`config.mk`:
```
export PLATFORM = sky130hd
export DESIGN_NAME = hazard_unit_flat
export DESIGN_NICKNAME = d
export VERILOG_FILES = /design/src/rtl/hazard_pkg.sv /design/src/rtl/hazard_if.sv /design/src/rtl/hazard_scoreboard.sv /design/src/rtl/hazard_unit.sv /design/src/flat_wrapper.sv
export SDC_FILE = /design/constraint.sdc
export NUM_CORES = 1
export LEC_CHECK = 0
export CAP_MARGIN = 25
export CORE_ASPECT_RATIO = 1.25
export CORE_MARGIN = 5
export CORE_UTILIZATION = 33
export CTS_CLUSTER_DIAMETER = 80
export CTS_CLUSTER_SIZE = 8
export DETAILED_ROUTE_END_ITERATION = 16
export GPL_ROUTABILITY_DRIVEN = 0
export SKIP_CTS_REPAIR_TIMING = 1
export SYNTH_ARGS = -nofsm -noshare
export SYNTH_HDL_FRONTEND = slang
export SYNTH_SLANG_ARGS = --single-unit
```
`constraint.sdc`:
```
create_clock -name clk -period 5.2 [get_ports clk]
set_input_delay 1.04 -clock clk [delete_from_list [all_inputs] [get_ports clk]]
set_output_delay 1.04 -clock clk [all_outputs]
set_load 0.03 [all_outputs]
```
`src/rtl/hazard_pkg.sv`:
```
// Shared definitions for the decode-side hazard unit.
//   REG_ADDR_W     : default register index width
//   FWD_RF         : forwarding select value meaning "read the register file"
//   FWD_STAGE_BASE : select value of the youngest forwarding stage
//   fwd_sel_t      : select type for the default three-stage configuration
package hazard_pkg;

  localparam int unsigned REG_ADDR_W     = 5;
  localparam int unsigned FWD_RF         = 0;
  localparam int unsigned FWD_STAGE_BASE = 1;

  localparam int unsigned DEF_NUM_FWD = 3;
  localparam int unsigned FWD_SEL_W   = $clog2(DEF_NUM_FWD + 1);

  typedef logic [FWD_SEL_W-1:0]  fwd_sel_t;
  typedef logic [REG_ADDR_W-1:0] reg_addr_t;

endpackage

```
`src/rtl/hazard_if.sv`:
```
// Bundle between the pipeline (master) and the hazard unit (slave).
//   master drives : decode sources, per-stage rd/regwrite/valid,
//                   long-latency issue/done, branch redirect
//   slave drives  : fwd_A/fwd_B selects, stall/flush controls, stall_count
interface hazard_if #(
  parameter int unsigned REG_ADDR_W = hazard_pkg::REG_ADDR_W,
  parameter int unsigned NUM_FWD    = 3,
  parameter int unsigned CNT_W      = 16
);
  localparam int unsigned SEL_W = $clog2(NUM_FWD + 1);

  logic [REG_ADDR_W-1:0]              rs1_decode;
  logic [REG_ADDR_W-1:0]              rs2_decode;
  logic                               rs1_used;
  logic                               rs2_used;
  logic [NUM_FWD-1:0][REG_ADDR_W-1:0] rd_stage;
  logic [NUM_FWD-1:0]                 regwrite_stage;
  logic [NUM_FWD-1:0]                 data_valid_stage;
  logic                               lc_issue;
  logic [REG_ADDR_W-1:0]              lc_rd;
  logic                               lc_done;
  logic [REG_ADDR_W-1:0]              lc_done_rd;
  logic                               branch_taken_exe;

  logic [SEL_W-1:0]                   fwd_A;
  logic [SEL_W-1:0]                   fwd_B;
  logic                               stall_decode;
  logic                               flush_decode;
  logic                               flush_exe;
  logic [CNT_W-1:0]                   stall_count;

  modport master (
    output rs1_decode, rs2_decode, rs1_used, rs2_used, rd_stage, regwrite_stage,
           data_valid_stage, lc_issue, lc_rd, lc_done, lc_done_rd, branch_taken_exe,
    input  fwd_A, fwd_B, stall_decode, flush_decode, flush_exe, stall_count
  );

  modport slave (
    input  rs1_decode, rs2_decode, rs1_used, rs2_used, rd_stage, regwrite_stage,
           data_valid_stage, lc_issue, lc_rd, lc_done, lc_done_rd, branch_taken_exe,
    output fwd_A, fwd_B, stall_decode, flush_decode, flush_exe, stall_count
  );

endinterface

```
`src/rtl/hazard_scoreboard.sv`:
```
// Pending-result bit per register for long-latency operations.
//   set_i/set_addr_i     : mark a register pending (wins over a same-cycle clear)
//   clr_i/clr_addr_i     : result written back, release the register
//   rd_a/rd_b_addr_i     : combinational read ports for the two decode sources
//   waw_addr_i           : combinational read port for the issuing destination
module hazard_scoreboard #(
  parameter int unsigned REG_ADDR_W = 5
) (
  input  logic                  clk,
  input  logic                  rst,
  input  logic                  set_i,
  input  logic [REG_ADDR_W-1:0] set_addr_i,
  input  logic                  clr_i,
  input  logic [REG_ADDR_W-1:0] clr_addr_i,
  input  logic [REG_ADDR_W-1:0] rd_a_addr_i,
  input  logic [REG_ADDR_W-1:0] rd_b_addr_i,
  input  logic [REG_ADDR_W-1:0] waw_addr_i,
  output logic                  rd_a_pend_o,
  output logic                  rd_b_pend_o,
  output logic                  waw_pend_o
);
  localparam int unsigned NUM_REGS = 2 ** REG_ADDR_W;

  logic [NUM_REGS-1:0] pend_q, pend_d;

  // Clear first so a younger issue to the same register survives.
  always_comb begin
    pend_d = pend_q;
    if (clr_i) pend_d[clr_addr_i] = 1'b0;
    if (set_i) pend_d[set_addr_i] = 1'b1;
    pend_d[0] = 1'b0;
  end

  always_ff @(posedge clk) begin
    if (rst) pend_q <= '0;
    else     pend_q <= pend_d;
  end

  assign rd_a_pend_o = pend_q[rd_a_addr_i];
  assign rd_b_pend_o = pend_q[rd_b_addr_i];
  assign waw_pend_o  = pend_q[waw_addr_i];

endmodule

```
`src/rtl/hazard_unit.sv`:
```
// Decode-side hazard unit: youngest-first forwarding over NUM_FWD stages,
// load-use and scoreboard stalls, WAW stall, branch flush, stall counter.
//   clk, rst : core clock, synchronous active-high reset
//   bus      : hazard_if slave (decode sources, stage info, lc issue/done,
//              branch in; fwd selects, stall/flush, stall_count out)
module hazard_unit
  import hazard_pkg::*;
#(
  parameter int unsigned REG_ADDR_W = hazard_pkg::REG_ADDR_W,
  parameter int unsigned NUM_FWD    = 3,
  parameter int unsigned CNT_W      = 16
) (
  input logic     clk,
  input logic     rst,
  hazard_if.slave bus
);
  localparam int unsigned SEL_W = $clog2(NUM_FWD + 1);

  logic [NUM_FWD-1:0] hit_a, hit_b;
  logic [SEL_W-1:0]   sel_a, sel_b;
  logic               lu_a, lu_b;
  logic               pend_a, pend_b, pend_waw;
  logic               stall_raw, stall_c, flush_c;
  logic [CNT_W-1:0]   cnt_q, cnt_d;

  // Per-stage match; rd = x0 never matches, so rs = x0 never forwards or stalls.
  for (genvar k = 0; k < NUM_FWD; k++) begin : g_match
    logic wr_k;
    assign wr_k     = bus.regwrite_stage[k] && (bus.rd_stage[k] != '0);
    assign hit_a[k] = wr_k && bus.rs1_used && (bus.rd_stage[k] == bus.rs1_decode);
    assign hit_b[k] = wr_k && bus.rs2_used && (bus.rd_stage[k] == bus.rs2_decode);
  end

  // Returns {load_use, sel}; scanning oldest to youngest lets the youngest hit win.
  function automatic logic [SEL_W:0] pick(input logic [NUM_FWD-1:0] hit,
                                          input logic [NUM_FWD-1:0] vld);
    logic [SEL_W:0] r;
    r = '0;
    for (int k = NUM_FWD - 1; k >= 0; k--) begin
      if (hit[k]) begin
        if (vld[k]) r = {1'b0, SEL_W'(32'(k) + FWD_STAGE_BASE)};
        else        r = {1'b1, SEL_W'(FWD_RF)};
      end
    end
    return r;
  endfunction

  assign {lu_a, sel_a} = pick(hit_a, bus.data_valid_stage);
  assign {lu_b, sel_b} = pick(hit_b, bus.data_valid_stage);

  hazard_scoreboard #(.REG_ADDR_W(REG_ADDR_W)) u_sb (
    .clk         (clk),
    .rst         (rst),
    .set_i       (bus.lc_issue && !stall_c && !flush_c),
    .set_addr_i  (bus.lc_rd),
    .clr_i       (bus.lc_done),
    .clr_addr_i  (bus.lc_done_rd),
    .rd_a_addr_i (bus.rs1_decode),
    .rd_b_addr_i (bus.rs2_decode),
    .waw_addr_i  (bus.lc_rd),
    .rd_a_pend_o (pend_a),
    .rd_b_pend_o (pend_b),
    .waw_pend_o  (pend_waw)
  );

  assign stall_raw = lu_a || lu_b
                  || (bus.rs1_used && pend_a)
                  || (bus.rs2_used && pend_b)
                  || (bus.lc_issue && pend_waw);

  // A taken branch squashes decode anyway, so it overrides any stall.
  assign flush_c = !rst && bus.branch_taken_exe;
  assign stall_c = !rst && !bus.branch_taken_exe && stall_raw;

  assign bus.fwd_A        = rst ? SEL_W'(FWD_RF) : sel_a;
  assign bus.fwd_B        = rst ? SEL_W'(FWD_RF) : sel_b;
  assign bus.stall_decode = stall_c;
  assign bus.flush_decode = flush_c;
  assign bus.flush_exe    = flush_c;

  // Saturating performance counter of stalled cycles.
  always_comb begin
    cnt_d = cnt_q;
    if (stall_c && (cnt_q != '1)) cnt_d = cnt_q + CNT_W'(1);
  end

  always_ff @(posedge clk) begin
    if (rst) cnt_q <= '0;
    else     cnt_q <= cnt_d;
  end

  assign bus.stall_count = cnt_q;

endmodule

```
`src/flat_wrapper.sv`:
```
// flat-port wrapper written by rule: the top's interface ports become plain ports
module hazard_unit_flat import hazard_pkg::*;
#(
  parameter int unsigned REG_ADDR_W = hazard_pkg::REG_ADDR_W,
  parameter int unsigned NUM_FWD    = 3,
  parameter int unsigned CNT_W      = 16
)
  (clk, rst, bus_rs1_decode, bus_rs2_decode, bus_rs1_used, bus_rs2_used, bus_rd_stage, bus_regwrite_stage, bus_data_valid_stage, bus_lc_issue, bus_lc_rd, bus_lc_done, bus_lc_done_rd, bus_branch_taken_exe, bus_fwd_A, bus_fwd_B, bus_stall_decode, bus_flush_decode, bus_flush_exe, bus_stall_count);
  hazard_if #(.REG_ADDR_W(REG_ADDR_W), .NUM_FWD(NUM_FWD), .CNT_W(CNT_W)) bus_i ();
  input logic clk;
  input logic rst;
  input wire logic [$bits(bus_i.rs1_decode)-1:0] bus_rs1_decode;
  input wire logic [$bits(bus_i.rs2_decode)-1:0] bus_rs2_decode;
  input wire logic [$bits(bus_i.rs1_used)-1:0] bus_rs1_used;
  input wire logic [$bits(bus_i.rs2_used)-1:0] bus_rs2_used;
  input wire logic [$bits(bus_i.rd_stage)-1:0] bus_rd_stage;
  input wire logic [$bits(bus_i.regwrite_stage)-1:0] bus_regwrite_stage;
  input wire logic [$bits(bus_i.data_valid_stage)-1:0] bus_data_valid_stage;
  input wire logic [$bits(bus_i.lc_issue)-1:0] bus_lc_issue;
  input wire logic [$bits(bus_i.lc_rd)-1:0] bus_lc_rd;
  input wire logic [$bits(bus_i.lc_done)-1:0] bus_lc_done;
  input wire logic [$bits(bus_i.lc_done_rd)-1:0] bus_lc_done_rd;
  input wire logic [$bits(bus_i.branch_taken_exe)-1:0] bus_branch_taken_exe;
  output wire logic [$bits(bus_i.fwd_A)-1:0] bus_fwd_A;
  output wire logic [$bits(bus_i.fwd_B)-1:0] bus_fwd_B;
  output wire logic [$bits(bus_i.stall_decode)-1:0] bus_stall_decode;
  output wire logic [$bits(bus_i.flush_decode)-1:0] bus_flush_decode;
  output wire logic [$bits(bus_i.flush_exe)-1:0] bus_flush_exe;
  output wire logic [$bits(bus_i.stall_count)-1:0] bus_stall_count;
  assign bus_i.rs1_decode = bus_rs1_decode;
  assign bus_i.rs2_decode = bus_rs2_decode;
  assign bus_i.rs1_used = bus_rs1_used;
  assign bus_i.rs2_used = bus_rs2_used;
  assign bus_i.rd_stage = bus_rd_stage;
  assign bus_i.regwrite_stage = bus_regwrite_stage;
  assign bus_i.data_valid_stage = bus_data_valid_stage;
  assign bus_i.lc_issue = bus_lc_issue;
  assign bus_i.lc_rd = bus_lc_rd;
  assign bus_i.lc_done = bus_lc_done;
  assign bus_i.lc_done_rd = bus_lc_done_rd;
  assign bus_i.branch_taken_exe = bus_branch_taken_exe;
  assign bus_fwd_A = bus_i.fwd_A;
  assign bus_fwd_B = bus_i.fwd_B;
  assign bus_stall_decode = bus_i.stall_decode;
  assign bus_flush_decode = bus_i.flush_decode;
  assign bus_flush_exe = bus_i.flush_exe;
  assign bus_stall_count = bus_i.stall_count;
  hazard_unit #(.REG_ADDR_W(REG_ADDR_W), .NUM_FWD(NUM_FWD), .CNT_W(CNT_W)) u_core (.clk(clk), .rst(rst), .bus(bus_i));
endmodule
```
## After elaboration in Yosys (flattened, before gate mapping)

Index checks and enable logic that the tools add are counted.
Widths: inputs -> output; s select.

- Add/sub/neg operators: 1
- Order comparisons: 6
- Equal/unequal tests: 7
- Muxes and demuxes: 23
- Bitwise operators: 3
- Reductions and logical operators: 37

Operators with widths:

| cell | count |
|---|---|
| $mux 32 | 2 |
| $and 32x32->32 | 1 |
| $not 32->32 | 1 |
| $or 32x32->32 | 1 |
| $eq 5x5->1 | 6 |
| $mux 3 | 9 |
| $logic_and 1x1->1 | 26 |
| $lt 5x6->1 const B | 4 |
| $add 16x1->16 const B | 1 |
| $ne 16x16->1 const B | 1 |
| $bmux 1 s5 | 3 |
| $reduce_bool 5->1 | 3 |
| $demux 1 s5 | 2 |
| $ge 5x1->1 const B | 2 |
| $mux 1 | 5 |
| $logic_not 1->1 | 4 |
| $logic_or 1x1->1 | 4 |
| $mux 2 | 2 |

- Flip-flop bits (word level): 48
- Input port bits: 48
- Output and inout port bits: 23
- Word-level logic and storage cells: 80

## Longest topological paths before layout

Gate-level depths: netlist (run 1).

- Depth after elaboration: 16
- Gate-level depth with buffers: 12
- Mapped depth without buffers: 8

## By module

From an unflattened synthesis (run 1), not the netlist that was laid out.

- Cells, all modules: 445
- Area, all modules: 3,594.7 um^2

By module, submodules not included:

| module | instances | cells an instance | area each (um^2) | sequential area each (um^2) |
|---|---|---|---|---|
| hazard_scoreboard | 1 | 265 | 2,179.6 | 620.6 |
| hazard_unit | 1 | 180 | 1,415.1 | 320.3 |

## Worst setup path before layout (run 1)

Ideal clock, no wire load.

- Kind: input to output
- From: in bus_rs2_decode[0]
- To: out bus_stall_decode
- Data arrival time: 3.249 ns
- Required time: 4.160 ns
- Setup slack: 0.911 ns
- Stages: 10
- Buffers on the path: 4
- Path through: buf_2 buf_4 mux4_2 o211ai_1 a32oi_1 a311o_1 nor3b_1 buf_2 buf_2 nor2_1

- Cells in the longest elaborated chain, start to end: 10
- Elaborated cells on any way between the ends: 17
- Classes of those cells: eq/ne: 3; mux: 5; reduce/logical: 9

RTL lines:

| what | RTL line | text |
|---|---|---|
| from (decl) | flat_wrapper.sv:13 | `input wire logic [$bits(bus_i.rs2_decode)-1:0] bus_rs2_decode;` |
| $eq 5x5->1 | hazard_unit.sv:31 | `assign hit_b[k] = wr_k && bus.rs2_used && (bus.rd_stage[k] == bus.rs2_decode);` |
| $logic_and 1x1->1 | hazard_unit.sv:31 |  |
| $mux 3 (3 in a row) | hazard_unit.sv:40 | `if (hit[k]) begin` |
| $logic_or 1x1->1 | hazard_unit.sv:66 | `assign stall_raw = lu_a \|\| lu_b` |
| $logic_or 1x1->1 | hazard_unit.sv:67 | `\|\| (bus.rs1_used && pend_a)` |
| $logic_or 1x1->1 (*) | hazard_unit.sv:68 | `\|\| (bus.rs2_used && pend_b)` |
| $logic_or 1x1->1 (*) | hazard_unit.sv:69 | `\|\| (bus.lc_issue && pend_waw);` |
| $logic_and 1x1->1 (*) | hazard_unit.sv:73 | `assign stall_c = !rst && !bus.branch_taken_exe && stall_raw;` |
| to (decl) | flat_wrapper.sv:26 | `output wire logic [$bits(bus_i.stall_decode)-1:0] bus_stall_decode;` |

Every way passes the cells marked *; elsewhere a longest branch is shown, timed or not. The select of a mux whose other input is x is not followed.

## Worst setup path in the final report (run 1)

- From: in bus_rs2_decode[1]
- To: out bus_stall_decode

The elaborated chain is that of the path after synthesis.

==> results.sh, run 1 <==
export IMPL_status="finished clean"
export IMPL_hpwl_um=9770
export IMPL_initial_core_util=0.333
export IMPL_synth_seq_cells=47
export IMPL_vias=3871
export IMPL_fill_cells=1142
export IMPL_cp_arrival_ns=3.94
export IMPL_yosys_warnings=0
export IMPL_drt_wl_total_um=12700
export IMPL_clk_path_buf_depth=2
export IMPL_cts_buffers=5
export IMPL_vias_per_cell=6.12
export IMPL_rsz0062_at_grt="no"
export IMPL_worstPathRequired_ns=4.16
export IMPL_hold_violations=0
export IMPL_antenna_cells=0
export IMPL_drive_gt1_frac=0.141
export IMPL_ant_nets=0
export IMPL_drtPass1Iterations=5
export IMPL_synth_seq_area_share=0.247
export IMPL_synth_nets=477
export IMPL_drv_slew=0
export IMPL_antenna_found_initial=0
export IMPL_grt_ovfl_total=0
export IMPL_p_leak_nw=1.64
export IMPL_final_cell_mix="clkdlybuf4s50_1, dfxtp_1, nand2_1"
export IMPL_portBuffers=70
export IMPL_drtIter0Drc=306
export IMPL_fin_skew_ns=0.00419
export IMPL_cts_root_buffer="clkbuf_16"
export IMPL_fin_crit_ns=4.98
export IMPL_cts_tree="done"
export IMPL_synth_async_reset_ratio=0
export IMPL_die_width_um=106
export IMPL_synth_distinct_cells=55
export IMPL_slew_headroom=0.602
export IMPL_seqCellArea_um2=941
export IMPL_syn2layout_area_growth_pct=28.3
export IMPL_io_pins=71
export IMPL_setup_viol=0
export IMPL_drv_cap=0
export IMPL_powerDensity_nw_per_um2=184
export IMPL_timing_fmax_mhz=201
export IMPL_setup_tns_ns=0
export IMPL_grt_pass1_wl_um=20500
export IMPL_wl_per_cell_um=20.1
export IMPL_ys_flop_type="dfxtp_1"
export IMPL_synth_area_um2=3810
export IMPL_rows=44
export IMPL_dieArea_um2=13800
export IMPL_core_um2=11500
export IMPL_worstSetupPathType="input pin to output port"
export IMPL_critPathLaunchType="input pin"
export IMPL_syn_avg_cell_area_um2=8.91
export IMPL_synth_edff_count=0
export IMPL_grt_max_degree=33
export IMPL_drc=0
export IMPL_hold_ws_ns=0.526
export IMPL_hold_class="register to register"
export IMPL_cts_max_level=2
export IMPL_clk_latency_ns=0.29
export IMPL_final_nets=544
export IMPL_netlist_instances=428
export IMPL_vdd_drop_max_v=0.000150
export IMPL_die_height_um=130
export IMPL_endpoint_kind="output port"
export IMPL_crit_path_max_fanout=7
export IMPL_worst_pin_slew_ns=0.595
export IMPL_clock_sink_count=47
export IMPL_multi_input_area_um2=2690
export IMPL_grt_pass1_vias=3905
export IMPL_min_period_over_period=0.957
export IMPL_final_common_cell="clkdlybuf4s50_1"
export IMPL_gr_usage_all_layers=0.183
export IMPL_clkTransAtPathRegs_ns=0.06
[kinds of logic after synthesis]
logic type      share of synthesized area
compound gates                      0.236
xor+xnor                           0.0689
fa+ha+maj                         0.00328
buf+inv                            0.0492
flops                               0.247
mux                                 0.149
simple gates                        0.247
[path summary, 6_finish.rpt]
kind | startpoint | endpoint | slack [ns] | cells after the start
max | bus_rs2_decode[1] | bus_stall_decode | 0.22 | 9
min | u_core.bus.stall_count[10] | u_core.bus.stall_count[10] | 0.53 | 2
max reg2reg | u_core.u_sb.pend_q[7] | u_core.bus.stall_count[13] | 2.42 | 9
min reg2reg | u_core.bus.stall_count[10] | u_core.bus.stall_count[10] | 0.53 | 2
[synthesized netlist by cell type, types with 6 or more instances]
library cell | instances | share of area
clkbuf_1 | 18 | 0.018
xor2_1 | 11 | 0.025
nor4_1 | 8 | 0.013
a21oi_1 | 10 | 0.013
o22ai_1 | 8 | 0.013
mux2i_1 | 23 | 0.060
buf_2 | 6 | 0.0079
nor2_1 | 16 | 0.016
mux4_2 | 12 | 0.071
nand3_1 | 29 | 0.038
nand4_1 | 7 | 0.011
nor3_1 | 11 | 0.014
o41ai_1 | 19 | 0.044
mux2_2 | 6 | 0.018
nand2_1 | 30 | 0.030
or4_1 | 8 | 0.016
dfxtp_1 | 47 | 0.25
o41ai_2 | 15 | 0.064
nor2b_1 | 10 | 0.016
or3_1 | 9 | 0.015
o211ai_1 | 21 | 0.041
xnor2_1 | 19 | 0.044
o21ai_0 | 7 | 0.0092
nand3b_1 | 12 | 0.024
[per-layer routing]
metal	vias up	global-route usage	share of wire
met1	1838	0.226	0.43
met4	0	0.0610	0.024
li1	1825	-	-
met3	28	0.0322	0.063
met5	-	0	0
met2	180	0.325	0.49
[metrics by stage]
step | setup WS [ns] | power, mW | utilization | std cells | cell area [µm²]
finish | 0.224 | 0.901 | 0.427 | 633 | 4890
global route | 0.0230 | 0.936 | 0.427 | 633 | 4890
CTS | 0.113 | 0.906 | 0.427 | 633 | 4890
detailed placement | 0.134 | 0.583 | 0.414 | 626 | 4740
global placement | 0.142 | 0.579 | 0.412 | 625 | 4720
floorplan | 0.911 | 0.491 | - | 428 | 3810
[sequential cells by signal, indices dropped and copies added, names as in the netlist]
register / count
u_core.bus.stall_count: 16
u_core.u_sb.pend_q: 31
[worst max-delay path, stage by stage]
cell and delay [ns]:
clkdlybuf4s50_1 0.70, mux2_2 0.38, a221oi_1 0.27, or3_1 0.16
a32oi_1 0.06, a311o_1 0.36, nor3b_2 0.27, nor2_1 0.08
clkdlybuf4s50_1 0.60
[power breakdown]
group          leakage [nW]  switching [mW]  internal [mW]
clock network        0.0727           0.135          0.188
logic                  1.19           0.121         0.0914
registers             0.379         0.00293          0.362
[cell type report]
class / count / share of cell area
sequential: 47 / 0.192
timing repair buffer: 94 / 0.190
multi-input combinational: 344 / 0.551
clock buffer: 6 / 0.0284
tap: 138 / 0.0353
inverter: 3 / 0.00230
clock inverter: 1 / 0.00102
No activity file was read; power rests on OpenSTA's default activity.
==> inputs of run 2 (changes only) <==
--- a/config.mk
+++ b/config.mk
@@ -13,6 +13,7 @@
 export CTS_CLUSTER_SIZE = 8
 export DETAILED_ROUTE_END_ITERATION = 16
 export GPL_ROUTABILITY_DRIVEN = 0
+export SETUP_SLACK_MARGIN = 0.15
 export SKIP_CTS_REPAIR_TIMING = 1
 export SYNTH_ARGS = -nofsm -noshare
 export SYNTH_HDL_FRONTEND = slang
==> run 2 against run 1 <==
Compared with the run above: sequential cell count is the same; maximum frequency up 5.5%; count of clock-buffer cells in the layout unchanged; non-clock buffer count unchanged; via count up 0.23%; critical path type unchanged; largest cell class unchanged.
==> results.sh, run 2 (same netlist as run 1, synthesis figures left out) <==
export IMPL_vdd_drop_max_v=0.000150
export IMPL_io_pins=71
export IMPL_drv_cap=0
export IMPL_final_common_cell="clkdlybuf4s50_1"
export IMPL_dieArea_um2=13800
export IMPL_final_nets=544
export IMPL_met1_length_um=5430
export IMPL_slew_headroom=0.610
export IMPL_initial_core_util=0.333
export IMPL_gr_usage_all_layers=0.183
export IMPL_cts_root_buffer="clkbuf_16"
export IMPL_clk_latency_ns=0.29
export IMPL_crit_path_max_fanout=3
export IMPL_status="finished clean"
export IMPL_finalPower_mw=0.902
export IMPL_setup_viol=0
export IMPL_portBuffers=70
export IMPL_drt_wl_total_um=12700
export IMPL_cts_tree="done"
export IMPL_clkTransAtPathRegs_ns=0.06
export IMPL_drtPass1Iterations=4
export IMPL_core_um2=11500
export IMPL_rows=44
export IMPL_antenna_found_initial=0
export IMPL_endpoint_kind="output port"
export IMPL_setup_tns_ns=0
export IMPL_drv_slew=0
export IMPL_worstPathRequired_ns=4.16
export IMPL_largest_register="u_core.u_sb.pend_q"
export IMPL_syn2layout_area_growth_pct=28.4
export IMPL_final_cell_mix="clkdlybuf4s50_1, dfxtp_1, nand2_1"
export IMPL_highest_layer="met4"
export IMPL_cts_max_level=2
export IMPL_ant_nets=0
export IMPL_fin_crit_ns=4.72
export IMPL_antenna_cells=0
export IMPL_fin_skew_ns=0.00389
export IMPL_die_height_um=130
export IMPL_drive_gt1_frac=0.141
export IMPL_vias_per_cell=6.13
export IMPL_worst_pin_slew_ns=0.583
export IMPL_cp_arrival_ns=3.68
export IMPL_grt_ovfl_total=0
export IMPL_clk_path_buf_depth=2
export IMPL_critPathLaunchType="input pin"
export IMPL_cts_buffers=5
export IMPL_largest_register_ffs=31
export IMPL_p_leak_nw=1.66
export IMPL_clock_sink_count=47
export IMPL_powerDensity_nw_per_um2=184
export IMPL_timing_fmax_mhz=212
export IMPL_hold_ws_ns=0.526
export IMPL_hold_class="register to register"
export IMPL_drc=0
export IMPL_grt_max_degree=33
export IMPL_final_area_um2=4890
export IMPL_route_met2_wl_um=6170
export IMPL_worstSetupPathType="input pin to output port"
export IMPL_vias=3880
export IMPL_drtIter0Drc=307
export IMPL_wl_per_cell_um=20.1
export IMPL_die_width_um=106
export IMPL_grt_pass1_vias=3905
export IMPL_wl_met3_um=808
export IMPL_grt_pass1_wl_um=20500
export IMPL_hold_violations=0
export IMPL_rsz0062_at_grt="no"
export IMPL_dpl_instance_area_um2=4740
export IMPL_hpwl_um=9770
export IMPL_min_period_over_period=0.907
## run 2: path summary, 6_finish.rpt
path,start,endpoint,slack [ns],cells past startpoint
max reg2reg,u_core.u_sb.pend_q[7],u_core.bus.stall_count[13],2.42,9
max,bus_rd_stage[6],bus_fwd_A[0],0.48,8
min reg2reg,u_core.bus.stall_count[10],u_core.bus.stall_count[10],0.53,2
min,u_core.bus.stall_count[10],u_core.bus.stall_count[10],0.53,2
## run 2: per-stage QoR
stage | util | setup slack [ns] | cells
after floorplan | - | 0.911 | 428
after global placement | 0.412 | 0.142 | 625
after detailed placement | 0.414 | 0.134 | 626
after CTS | 0.427 | 0.113 | 633
after global routing | 0.427 | 0.213 | 633
final | 0.427 | 0.481 | 633
## run 2: metal layers
layer | global-route usage | vias to the layer above
li1 | - | 1826
met1 | 0.226 | 1844
met2 | 0.325 | 183
met3 | 0.0322 | 27
met5 | 0 | -
met4 | 0.0610 | 0
## run 2: critical path, cell delays in order
cell and delay, ns:
clkdlybuf4s50_1 0.48, or4_1 0.56, o21ai_0 0.30, nor3_1 0.16, nor4_1 0.30, nor2_1 0.06, nor2_1 0.09, clkdlybuf4s50_1 0.68
## run 2: report_power, final
part / internal [mW] / switching [mW] / total (mW)
Clock: 0.188 / 0.136 / 0.324
Sequential: 0.362 / 0.00293 / 0.365
Combinational: 0.0913 / 0.121 / 0.212
Total: 0.641 / 0.260 / 0.902
## run 2: cell type report
cell class	instances	area, µm²
repair buffers	94	933
clock inverters	1	5.00
inverters	3	11.3
fillers	1139	6560
well taps	138	173
flip-flops and latches	47	941
multi-input cells	344	2690
clock buffers	6	139
